===== src/rtl/fa16_adder_if.sv =====
// ---------------------------------------------------------------------------
// fa16_adder_if
//   Operand/result bundle for the fa16_adder ripple-carry adder.
//   Signals:
//     A  [WIDTH-1:0]  operand A, unsigned        (master -> slave)
//     B  [WIDTH-1:0]  operand B, unsigned        (master -> slave)
//     Ci              carry-in to bit 0          (master -> slave)
//     S  [WIDTH-1:0]  registered sum             (slave  -> master)
//     Co              registered carry-out       (slave  -> master)
//   Modports:
//     master : drives operands, observes results
//     slave  : the adder itself
// ---------------------------------------------------------------------------
interface fa16_adder_if #(
  parameter int WIDTH = 16
);
  logic [WIDTH-1:0] A;
  logic [WIDTH-1:0] B;
  logic             Ci;
  logic [WIDTH-1:0] S;
  logic             Co;

  modport master (
    output A, B, Ci,
    input  S, Co
  );

  modport slave (
    input  A, B, Ci,
    output S, Co
  );
endinterface : fa16_adder_if


===== src/rtl/fa16_adder.sv =====
// ---------------------------------------------------------------------------
// fa16_adder
//   WIDTH-bit ripple-carry adder, {Co,S} = A + B + Ci, with the sum and the
//   carry-out registered on clk. One-cycle latency, a new operand set every
//   cycle, no handshake.
//   Ports:
//     clk  system clock, rising edge
//     rst  synchronous, active-high reset; clears S and Co
//     bus  fa16_adder_if slave modport (A, B, Ci in; S, Co out)
//
// fa_cell
//   Single-bit full adder used as the ripple-chain element.
//   Ports: a, b, ci in; s, co out.
// ---------------------------------------------------------------------------
module fa_cell (
  input  logic a,
  input  logic b,
  input  logic ci,
  output logic s,
  output logic co
);
  logic p;

  assign p  = a ^ b;            // propagate term, shared by sum and carry
  assign s  = p ^ ci;
  assign co = (a & b) | (ci & p);
endmodule : fa_cell

module fa16_adder #(
  parameter int WIDTH = 16
) (
  input  logic         clk,
  input  logic         rst,
  fa16_adder_if.slave  bus
);

  // carry[k] is the carry into cell k; carry[WIDTH] is the chain carry-out.
  logic [WIDTH:0]   carry;
  logic [WIDTH-1:0] sum_c;
  logic [WIDTH-1:0] s_q;
  logic             co_q;

  assign carry[0] = bus.Ci;

  // Plain ripple chain: each cell waits on its predecessor's carry, so the
  // worst-case path runs through all WIDTH cells within one clock period.
  for (genvar k = 0; k < WIDTH; k++) begin : g_chain
    fa_cell u_cell (
      .a  (bus.A[k]),
      .b  (bus.B[k]),
      .ci (carry[k]),
      .s  (sum_c[k]),
      .co (carry[k+1])
    );
  end

  // NOTE: non-blocking assignments keep every register sampling the
  // pre-edge values, so simulation matches the flops that get built.
  always_ff @(posedge clk) begin
    if (rst) begin
      s_q  <= '0;
      co_q <= 1'b0;
    end else begin
      s_q  <= sum_c;
      co_q <= carry[WIDTH];
    end
  end

  assign bus.S  = s_q;
  assign bus.Co = co_q;

endmodule : fa16_adder


===== src/flat_wrapper.sv =====
// flat-port wrapper written by rule: the top's interface ports become plain ports
module fa16_adder_flat 
#(
  parameter int WIDTH = 16
)
  (clk, rst, bus_A, bus_B, bus_Ci, bus_S, bus_Co);
  fa16_adder_if #(.WIDTH(WIDTH)) bus_i ();
  input  logic clk;
  input  logic rst;
  input wire logic [$bits(bus_i.A)-1:0] bus_A;
  input wire logic [$bits(bus_i.B)-1:0] bus_B;
  input wire logic [$bits(bus_i.Ci)-1:0] bus_Ci;
  output wire logic [$bits(bus_i.S)-1:0] bus_S;
  output wire logic [$bits(bus_i.Co)-1:0] bus_Co;
  assign bus_i.A = bus_A;
  assign bus_i.B = bus_B;
  assign bus_i.Ci = bus_Ci;
  assign bus_S = bus_i.S;
  assign bus_Co = bus_i.Co;
  fa16_adder #(.WIDTH(WIDTH)) u_core (.clk(clk), .rst(rst), .bus(bus_i));
endmodule

===== config.mk =====
export PLATFORM = sky130hd
export DESIGN_NAME = fa16_adder_flat
export DESIGN_NICKNAME = d
export VERILOG_FILES = /design/src/rtl/fa16_adder_if.sv /design/src/rtl/fa16_adder.sv /design/src/flat_wrapper.sv
export SDC_FILE = /design/constraint.sdc
export NUM_CORES = 1
export LEC_CHECK = 0
export BUFFER_PORTS_ARGS = -buffer_cell sky130_fd_sc_hd__buf_4
export CORE_MARGIN = 1.5
export CORE_UTILIZATION = 40
export CTS_CLUSTER_DIAMETER = 50
export DETAILED_ROUTE_END_ITERATION = 7
export GPL_TIMING_DRIVEN = 0
export HOLD_SLACK_MARGIN = 0.05
export PLACE_DENSITY_LB_ADDON = 0.3
export REMOVE_ABC_BUFFERS = 1
export SKIP_LAST_GASP = 1
export SLEW_MARGIN = 20
export SYNTH_ARGS = -nofsm -noshare
export SYNTH_HDL_FRONTEND = slang
export SYNTH_HIERARCHICAL = 1
export SYNTH_SLANG_ARGS = --single-unit

===== constraint.sdc =====
create_clock -name clk -period 9.64 [get_ports clk]
set_clock_uncertainty 0.2 [all_clocks]
set_input_delay 1.928 -clock clk [delete_from_list [all_inputs] [get_ports clk]]
set_output_delay 1.928 -clock clk [all_outputs]
set_load 0.01 [all_outputs]

### Yosys cells after proc, flatten, opt, wreduce, memory -nomap -nowiden

Index checks and enable logic that the tools add are counted.

| word-level totals | value |
|---|---|
| bits in registers | 17 |
| input bits | 35 |
| output and inout port bits | 17 |

| operators by class | value |
|---|---|
| bitwise gates (word level) | 80 |

Operators with widths:

| operator | number |
|---|---|
| AND 1 bit | 32 |
| bitwise XOR 1 bit | 32 |
| OR 1 bit | 16 |

### Logic depth before layout (Yosys ltp)

Gate-level depths: netlist of the first run.

| logic depth | value |
|---|---|
| word-level depth | 33 |
| mapped depth | 17 |
| gate-level depth less buffers | 17 |

### Modules after synthesis

The synthesis of the first run kept the hierarchy.

By module, submodules not included:

| module | times used | cells each | area each (µm²) |
|---|---|---|---|
| fa16_adder | 1 | 35 | 475.5 |
| fa_cell | 16 | 1 | 20.0 |

### Least setup slack after synthesis of the first run

Ideal clock, no wire load.

| path | value |
|---|---|
| path type | input-to-reg |
| from | in bus_A[0] |
| to | reg u_core.s_q[15] (netlist: u_core/bus.S[15]) |
| data arrival time | 8.265 ns |
| required time | 9.324 ns |
| setup slack | 1.060 ns |
| cell stages on the path | 17 |
| cells stage by stage | fa_1 fa_1 fa_1 fa_1 fa_1 fa_1 fa_1 fa_1 fa_1 fa_1 fa_1 fa_1 fa_1 fa_1 fa_1 fa_1 and2b_2 |

| on the way | value |
|---|---|
| cells in the longest elaborated chain, start to end | 32 |
| elaborated cells on any way between the ends | 33 |
| those cells by class | 33 x bitwise |

Ends and longest elaborated chain:

| what | line | source |
|---|---|---|
| from (decl) | flat_wrapper.sv:10 | `input wire logic [$bits(bus_i.A)-1:0] bus_A;` |
| bitwise XOR 1 bit | fa16_adder.sv:24 | `assign p = a ^ b;` |
| AND 1 bit | fa16_adder.sv:26 | `assign co = (a & b) \| (ci & p);` |
| OR 1 bit * | fa16_adder.sv:26 |  |
| AND 1 bit * | fa16_adder.sv:26 |  |
| OR 1 bit * | fa16_adder.sv:26 |  |
| named net u_core.carry[2] | fa16_adder.sv:38 | `logic [WIDTH:0] carry;` |
| AND 1 bit * | fa16_adder.sv:26 |  |
| OR 1 bit * | fa16_adder.sv:26 |  |
| named net u_core.carry[3] | fa16_adder.sv:38 |  |
| [2 not listed] | n/a |  |
| named net u_core.carry[4] | fa16_adder.sv:38 |  |
| [2 not listed] | n/a |  |
| named net u_core.carry[5] | fa16_adder.sv:38 |  |
| [2 not listed] | n/a |  |
| named net u_core.carry[6] | fa16_adder.sv:38 |  |
| [2 not listed] | n/a |  |
| named net u_core.carry[7] | fa16_adder.sv:38 |  |
| [2 not listed] | n/a |  |
| named net u_core.carry[8] | fa16_adder.sv:38 |  |
| [2 not listed] | n/a |  |
| named net u_core.carry[9] | fa16_adder.sv:38 |  |
| [2 not listed] | n/a |  |
| named net u_core.carry[10] | fa16_adder.sv:38 |  |
| [2 not listed] | n/a |  |
| named net u_core.carry[11] | fa16_adder.sv:38 |  |
| [2 not listed] | n/a |  |
| named net u_core.carry[12] | fa16_adder.sv:38 |  |
| [2 not listed] | n/a |  |
| named net u_core.carry[13] | fa16_adder.sv:38 |  |
| AND 1 bit * | fa16_adder.sv:26 |  |
| OR 1 bit * | fa16_adder.sv:26 |  |
| named net u_core.carry[14] | fa16_adder.sv:38 |  |
| AND 1 bit * | fa16_adder.sv:26 |  |
| OR 1 bit * | fa16_adder.sv:26 |  |
| named net u_core.carry[15] | fa16_adder.sv:38 |  |
| bitwise XOR 1 bit * | fa16_adder.sv:25 | `assign s = p ^ ci;` |
| named net u_core.sum_c[15] | fa16_adder.sv:39 | `logic [WIDTH-1:0] sum_c;` |
| to (signal assigned) | fa16_adder.sv:64 | `s_q <= sum_c;` |
| to (decl) | fa16_adder.sv:40 | `logic [WIDTH-1:0] s_q;` |

Mark *: on every way through the listed nets, which the timed path passes. The rest lies on a longest branch.
A chain may end at the register's enable or synchronous reset.

### Worst setup path after layout of the first run

| path | value |
|---|---|
| from | in bus_A[0] |
| to | reg u_core.s_q[15] (netlist: u_core/bus.S[15]) |

| on the way | value |
|---|---|
| cells in the longest elaborated chain, start to end | 32 |
| elaborated cells on any way between the ends | 33 |
| those cells by class | 33 x bitwise |

Ends and longest elaborated chain:

| what | line |
|---|---|
| bitwise XOR 1 bit | fa16_adder.sv:24 |
| AND 1 bit | fa16_adder.sv:26 |
| OR 1 bit * | fa16_adder.sv:26 |
| named net u_core.carry[1] | fa16_adder.sv:38 |
| AND 1 bit * | fa16_adder.sv:26 |
| OR 1 bit * | fa16_adder.sv:26 |
| named net u_core.carry[2] | fa16_adder.sv:38 |
| AND 1 bit * | fa16_adder.sv:26 |
| [1 not listed] | n/a |
| named net u_core.carry[3] | fa16_adder.sv:38 |
| [2 not listed] | n/a |
| named net u_core.carry[4] | fa16_adder.sv:38 |
| [2 not listed] | n/a |
| named net u_core.carry[5] | fa16_adder.sv:38 |
| [2 not listed] | n/a |
| named net u_core.carry[6] | fa16_adder.sv:38 |
| [2 not listed] | n/a |
| named net u_core.carry[7] | fa16_adder.sv:38 |
| [2 not listed] | n/a |
| named net u_core.carry[8] | fa16_adder.sv:38 |
| [2 not listed] | n/a |
| named net u_core.carry[9] | fa16_adder.sv:38 |
| [2 not listed] | n/a |
| named net u_core.carry[10] | fa16_adder.sv:38 |
| [2 not listed] | n/a |
| named net u_core.carry[11] | fa16_adder.sv:38 |
| [2 not listed] | n/a |
| named net u_core.carry[12] | fa16_adder.sv:38 |
| [2 not listed] | n/a |
| named net u_core.carry[13] | fa16_adder.sv:38 |
| AND 1 bit * | fa16_adder.sv:26 |
| OR 1 bit * | fa16_adder.sv:26 |
| named net u_core.carry[14] | fa16_adder.sv:38 |
| AND 1 bit * | fa16_adder.sv:26 |
| OR 1 bit * | fa16_adder.sv:26 |
| named net u_core.carry[15] | fa16_adder.sv:38 |
| bitwise XOR 1 bit * | fa16_adder.sv:25 |
| named net u_core.sum_c[15] | fa16_adder.sv:39 |

Marks and branches as above.

==> results of run 1 <==
## where the power goes
group          internal (µW)  switching [µW]  leakage [µW]
sequential              79.2            2.18      0.000142
clock                   15.4            21.7     0.0000177
combinational           31.1            19.7      0.000424
## layout by cell type, fill, tap and decap left out
cell type	synthesis	layout
buf_4	0	51
dfxtp_1	17	17
fa_1	16	16
nor2b_1	10	10
and2b_2	7	7
clkbuf_4	0	3
clkinv_2	0	1
## final cells by class
cell class,instances,share of cell area [%]
tap,25,2.55
sequential,17,27.8
multi-input combinational,33,36.2
clock inverter,1,0.408
clock buffer,3,1.84
timing repair buffer,51,31.2
## final timing paths
kind / start / to / slack (ps) / depth (start not counted)
worst max-delay path: bus_A[0] / u_core/bus.S[15] / 1040 / 18
worst min-delay path: rst / u_core/bus.S[12] / 1720 / 2
## metal layers
layer	track usage, %	vias to the layer above	share of wire (%)
li1	-	260	-
met1	14.1	271	30
met2	28.6	30	60
met3	3.40	2	8.0
met4	9.73	0	1.3
met5	0	-	0
## state kept, by name (all words and copies together), names as in the netlist
name           count
u_core/bus.Co      1
u_core/bus.S      16
## logic make-up after synthesis
| family | count (synthesis) | share of synthesized area [%] |
|---|---|---|
| buf+inv | 1 | 1.41 |
| fa+ha+maj | 16 | 40.3 |
| simple gates | 17 | 15.6 |
| flops | 17 | 42.8 |
## worst max-delay path: cells and delay by family
kind	cells	cell delay [ps]
buffers and inverters	1	110
adders and majority gates	16	6340
and+or+nand+nor	1	190
## through the flow
step	util, %	total power (µW)
final	68.1	169
after CTS	68.1	172
after global routing	68.1	183
after global placement	66.5	133
after detailed placement	66.5	135
after floorplan	-	104
==> flow_metrics.tcl, run 1 <==
set metrics [dict create \
    post_cts_resized 0 \
    rsz0062_at_grt "false" \
    vias_per_cell 4.33 \
    syn_area_um2 796 \
    status "finished clean" \
    max_cap_violations 0 \
    setup_viol 0 \
    dieArea_um2 2270 \
    path_common_cell "fa_1" \
    dominantRegCellSynth "dfxtp_1" \
    grt_pass1_wl_um 2260 \
    post-route-period-util_pct 89.2 \
    remaining_drc_errors 0 \
    synth_top_cell_by_area "dfxtp_1" \
    post_cts.repair.setup_buffers 0 \
    tritoncts "built" \
    post_dp_cell_area_um2 1200 \
    grt_pass1_vias 576 \
    tightest_slew_ps 149 \
    rows 15 \
    drtAntennaViolNets 0 \
    fmax_mhz 116 \
    p_leak_uw 0.000584 \
    drive_gt1_share_pct 59.0 \
    core_area_um2 1800 \
    grt-ovfl-total 0 \
    drt_iter0_drc 1 \
    critPathSlowestCell "fa_1" \
    die_w_um 47.6 \
    cts_buffers 3 \
    setup_ws_ps 1040 \
    yosysTopAreaCellShare_pct 42.8 \
    period_needed_ps 8600 \
    grt_max_degree 18 \
    syn-instance-count 51 \
    yosysMostFrequentCell "dfxtp_1" \
    final_cells 130 \
    report.final.slew_viol_count 0 \
    routed_wl_um 1420 \
    cts_sinks 17 \
    min_path_type "in2reg" \
    finalNetCount 157 \
    place.gp.congestion 0.602 \
    dr.pass1.iters 3 \
    required_ps 9630 \
    syn2layout_area_growth_pct 54.1 \
    yosysWarningCount 6 \
    antenna_found_initial 0 \
    die-height_um 47.6 \
    synth_commonest_cells "dfxtp_1 (17), fa_1 (16), nor2b_1 (10)" \
    seqCellArea_um2 340 \
    timing_hold_violations_final 0 \
    power_density_nw_per_um2 138 \
    vdd_drop_max_mv 0.0828 \
    slew_headroom_pct 90.0 \
    crit_type "in2reg" \
    synth.area.top_cells "dfxtp_1 (43%), fa_1 (40%), nor2b_1 (7.9%)" \
    crit_fanout 1 \
    async_flop_share_pct 0 \
    clk_pin_slew_ps 100 \
    ioPinCount 52 \
    grtUsageTotal_pct 15.0 \
    ctsHoldBuffers 0 \
    end_kind "flop" \
    multiInputGateArea_um2 444 \
    pre_cts_slack_ps 710 \
    cts-htree-levels 1 \
    fin_hold_ws_ps 1720 \
    ys_ff_latch 17 \
    wire_per_inst_um 10.9 \
    synth_edf_count 0 \
    vias 563 \
    yosysSeqAreaShare_pct 42.8 \
    arrival_ps 8590 \
    antenna_cells 0 \
    synth_cell_type_count 5 \
    avgSynthCellArea_um2 15.6 \
    initial_core_util_pct 44.2 \
    final_area_um2 1230 \
    io_buffers 51 \
    n_fill_cell 155 \
    crit_path_max_incr_delay_ps 430 \
    clockRootBuffer "clkbuf_4" \
    tns_ps 0 \
    cts_max_path_buffers 2 \
    worstPathCellList "buf_4, fa_1, fa_1, fa_1, fa_1, fa_1, fa_1, fa_1, fa_1, fa_1, fa_1, fa_1, fa_1, fa_1, fa_1, fa_1, fa_1, and2b_2" \
    start_kind "input port" \
    dp.cells 126 \
]
(Power assumes the default switching activity.)
==> inputs of run 2 (changes only) <==
==> constraint.sdc (replaced) <==
create_clock -name clk -period 8.1 [get_ports clk]
set_clock_uncertainty 0.2 [all_clocks]
set_input_delay 1.62 -clock clk [delete_from_list [all_inputs] [get_ports clk]]
set_output_delay 1.62 -clock clk [all_outputs]
set_load 0.01 [all_outputs]
==> run 2 against run 1 <==
Against the previous run: combinational power is 22% higher; flip-flop and latch count unchanged; sequential power up 19%; first-iteration DRC count unchanged; critical path type unchanged; largest power group unchanged.
==> flow_metrics.tcl, run 2 (synthesized netlist as in run 1, its figures left out) <==
set metrics [dict create \
    die_w_um 47.6 \
    vias 564 \
    pre_cts_slack_ps -522 \
    power.share.clock_pct 21.9 \
    pwr-share-seq_pct 47.6 \
    crit_type "in2reg" \
    intPower_uw 151 \
    tritoncts "built" \
    grt_max_degree 18 \
    cp_num_cells 18 \
    final_area_um2 1250 \
    routed_wl_um 1440 \
    hold_depth 2 \
    ctsHoldBuffers 0 \
    start_kind "input port" \
    final_core_util_pct 69.2 \
    wire_per_inst_um 11.1 \
    syn2layout_area_growth_pct 56.6 \
    clk_pin_slew_ps 100 \
    min_path_type "in2reg" \
    drive_gt1_share_pct 66.7 \
    layout_commonest_cell "buf_4" \
    die-height_um 47.6 \
    status "finished clean" \
    required_ps 8090 \
    vias_per_cell 4.34 \
    max_cap_violations 0 \
    io_buffers 51 \
    grtUsageTotal_pct 14.9 \
    post_cts_resized 5 \
    remaining_drc_errors 0 \
    period_needed_ps 7920 \
    cts_sinks 17 \
    ioPinCount 52 \
    largest_register_ffs 16 \
    drt_iter0_drc 1 \
    rows 15 \
    cts_max_path_buffers 2 \
    arrival_ps 7910 \
    initial_core_util_pct 44.2 \
    comb_power_share_pct 30.5 \
    power.share.switching_pct 26.1 \
    timing_hold_violations_final 0 \
    dr.pass1.iters 2 \
    setup_viol 0 \
    antenna_found_initial 0 \
    crit_path_max_incr_delay_ps 430 \
    p_leak_uw 0.000577 \
    report.final.slew_viol_count 0 \
    crit_fanout 1 \
    vdd_drop_max_mv 0.100 \
    seqCellArea_um2 340 \
    clockRootBuffer "clkbuf_4" \
    grt_pass1_vias 574 \
    finalNetCount 157 \
    crit_buf_inv 1 \
    cts-htree-levels 1 \
    tns_ps 0 \
    place.gp.congestion 0.602 \
    critPathSlowestCell "fa_1" \
    grt-ovfl-total 0 \
    cp_top_family "adder cells" \
    fmax_mhz 126 \
    antenna_cells 0 \
    power_uw 204 \
    rsz0062_at_grt "false" \
    n_fill_cell 154 \
    tightest_slew_ps 152 \
    post-route-period-util_pct 97.8 \
    cts_buffers 3 \
    worstPathCellList "buf_4, fa_1, fa_2, fa_2, fa_1, fa_1, fa_1, fa_2, fa_2, fa_1, fa_2, fa_1, fa_1, fa_2, fa_2, fa_2, fa_1, and2b_2" \
    grt_pass1_wl_um 2240 \
    end_kind "flop" \
    drtAntennaViolNets 0 \
    setup_ws_ps 181 \
    final_cell_mix "buf_4 (51), dfxtp_1 (17), nor2b_1 (10)" \
    dieArea_um2 2270 \
    post_dp_cell_area_um2 1200 \
    power.switching_uw 53.1 \
    multiInputGateArea_um2 464 \
    core_area_um2 1800 \
    power_density_nw_per_um2 163 \
    post_cts.repair.setup_buffers 0 \
    slew_headroom_pct 89.9 \
]
==> run 2: cell counts in the layout (fill, tap and decap cells not counted) <==
No cell type changed its count.
==> run 2: per-stage QoR <==
| step | hold WS (ps) | std cells |
|---|---|---|
| 6_report | 1410 | 130 |
| 5_1_grt | 1410 | 130 |
| 2_1_floorplan | 1490 | 50 |
| 3_5_place_dp | 1720 | 126 |
| 3_3_place_gp | 1710 | 126 |
| 4_1_cts | 1400 | 130 |
==> run 2: area by class of cell <==
cell class | count | area share, %
clock buffers | 3 | 1.81
clock inverters | 1 | 0.402
multi-input cells | 33 | 37.2
flip-flops and latches | 17 | 27.3
well taps | 25 | 2.51
repair buffers | 51 | 30.7
==> run 2: final timing paths <==
path,end,slack [ps],start
min,u_core/bus.S[14],1410,rst
max,u_core/bus.S[15],180,bus_A[0]
==> run 2: power by group through the flow <==
stage,combinational [µW],clock [µW],sequential (µW)
final,62.2,44.6,96.9
after global routing,70.4,50.8,98.0
after CTS,62.9,46.2,97.0
after detailed placement,61.9,0,98.9
after global placement,59.8,0,98.7
after floorplan,18.9,0,105
==> run 2: per-layer routing <==
layer / share of wire [%] / wire length [µm] / up-vias / track usage, %
met1: 30 / 429 / 272 / 13.6
li1: - / - / 260 / -
met4: 1.3 / 19 / 0 / 9.73
met5: 0 / 0 / - / 0
met3: 7.9 / 114 / 2 / 3.40
met2: 61 / 874 / 30 / 28.6
==> inputs of run 3 (changes only) <==
--- a/config.mk
+++ b/config.mk
@@ -5,11 +5,11 @@
 export SDC_FILE = /design/constraint.sdc
 export NUM_CORES = 1
 export LEC_CHECK = 0
-export BUFFER_PORTS_ARGS = -buffer_cell sky130_fd_sc_hd__buf_4
 export CORE_MARGIN = 1.5
-export CORE_UTILIZATION = 40
+export CORE_UTILIZATION = 54
 export CTS_CLUSTER_DIAMETER = 50
 export DETAILED_ROUTE_END_ITERATION = 7
+export DONT_BUFFER_PORTS = 1
 export GPL_TIMING_DRIVEN = 0
 export HOLD_SLACK_MARGIN = 0.05
 export PLACE_DENSITY_LB_ADDON = 0.3
==> run 3 against run 2 <==
Against the previous run: wire length fell by 21%; via count fell by 35%; count of clock-buffer cells in the layout rose by 1; largest power group unchanged; sequential share of layout area rose by 13 points.
==> flow_metrics.tcl, run 3 (synthesized netlist as in run 1, its figures left out) <==
set metrics [dict create \
    status "finished clean" \
    tritoncts "built" \
    min_path_type "in2reg" \
    p_leak_uw 0.000325 \
    vias_per_cell 5.29 \
    clk_pin_slew_ps 90 \
    ioPinCount 52 \
    n_fill_cell 102 \
    fmax_mhz 126 \
    final_cell_mix "dfxtp_1 (17), nor2b_1 (10), fa_1 (10)" \
    post-route-period-util_pct 97.9 \
    crit_fanout 1 \
    slew_headroom_pct 91.5 \
    path_common_cell "fa_1" \
    die_w_um 41.4 \
    antenna_cells 0 \
    io_buffers 0 \
    setup_viol 0 \
    place.gp.congestion 0.595 \
    seqCellArea_um2 340 \
    grtUsageTotal_pct 15.0 \
    remaining_drc_errors 0 \
    setup_ws_ps 167 \
    power_uw 171 \
    syn2layout_area_growth_pct 6.13 \
    power_density_nw_per_um2 202 \
    rsz0062_at_grt "false" \
    pre_cts_slack_ps -434 \
    ctsHoldBuffers 0 \
    critPathSlowestCell "fa_1" \
    antenna_found_initial 0 \
    worstPathCellList "fa_1, fa_2, fa_1, fa_2, fa_2, fa_1, fa_1, fa_1, fa_1, fa_2, fa_2, fa_2, fa_1, fa_1, fa_1, fa_1, and2b_2" \
    largest_register_ffs 16 \
    rows 13 \
    dr.pass1.iters 3 \
    report.final.slew_viol_count 0 \
    post_cts.repair.setup_buffers 0 \
    die-height_um 41.4 \
    max_cap_violations 0 \
    layout_commonest_cell "dfxtp_1" \
    required_ps 8080 \
    multiInputGateArea_um2 459 \
    drt_iter0_drc 1 \
    tightest_slew_ps 128 \
    cts_sinks 17 \
    routed_wl_um 1130 \
    period_needed_ps 7930 \
    vias 365 \
    clockRootBuffer "clkbuf_4" \
    crit_type "in2reg" \
    cts_buffers 3 \
    timing_hold_violations_final 0 \
    grt_pass1_vias 353 \
    end_kind "flop" \
    crit_path_max_incr_delay_ps 430 \
    initial_core_util_pct 59.7 \
    dieArea_um2 1710 \
    core_area_um2 1330 \
    grt_max_degree 18 \
    vdd_drop_max_mv 0.0938 \
    start_kind "input port" \
    drtAntennaViolNets 0 \
    crit_buf_inv 0 \
    finalNetCount 106 \
    final_area_um2 845 \
    post_dp_cell_area_um2 803 \
    cts_max_path_buffers 2 \
    arrival_ps 7910 \
    grt_pass1_wl_um 1520 \
    cp_top_family "adder cells" \
    drive_gt1_share_pct 29.6 \
    grt-ovfl-total 0 \
    cts-htree-levels 1 \
    wire_per_inst_um 16.4 \
]
-- run 3: cell count changes in the layout (fill, tap and decap cells not counted), sizes merged --
cell / delta
buf: -51
clkinv: -1
clkbuf: +1
-- run 3: worst paths after layout --
check,slack [ps],startpoint,cells after the start,end
max,170,bus_A[0],17,u_core/bus.S[15]
min,1200,rst,1,u_core/bus.S[8]
-- run 3: routing by layer --
layer  GRT usage [%]  routed length [µm]  vias up
met5               0                   0        -
met4            14.5                  19        0
met3            1.60                 105        2
met2            27.0                 656       27
met1            14.5                 350      179
li1                -                   -      157
-- run 3: where the power goes --
group	switching, µW	total, µW	internal (µW)
combinational	9.30	24.7	15.4
sequential	9.04	104	94.5
clock	23.3	42.4	19.1
-- run 3: final cells by class --
type | count | area share [%]
multi-input cells | 33 | 54.4
flip-flops and latches | 17 | 40.3
clock buffers | 4 | 3.11
well taps | 15 | 2.22
-- run 3: timing repair --
item	CTS	global route
pin swaps	0	0
resized for setup	3	3
endpoints found under the setup margin	2	2
-- run 3: metrics by stage --
stage / TNS (ps) / hold WS [ps] / instances / util (%)
CTS: 0 / 1180 / 69 / 62.8
finish: 0 / 1200 / 69 / 63.3
global route: 0 / 1180 / 69 / 63.3
floorplan: -274 / 1490 / 50 / -
detailed placement: -793 / 1490 / 65 / 60.2
global placement: -526 / 1490 / 65 / 60.2
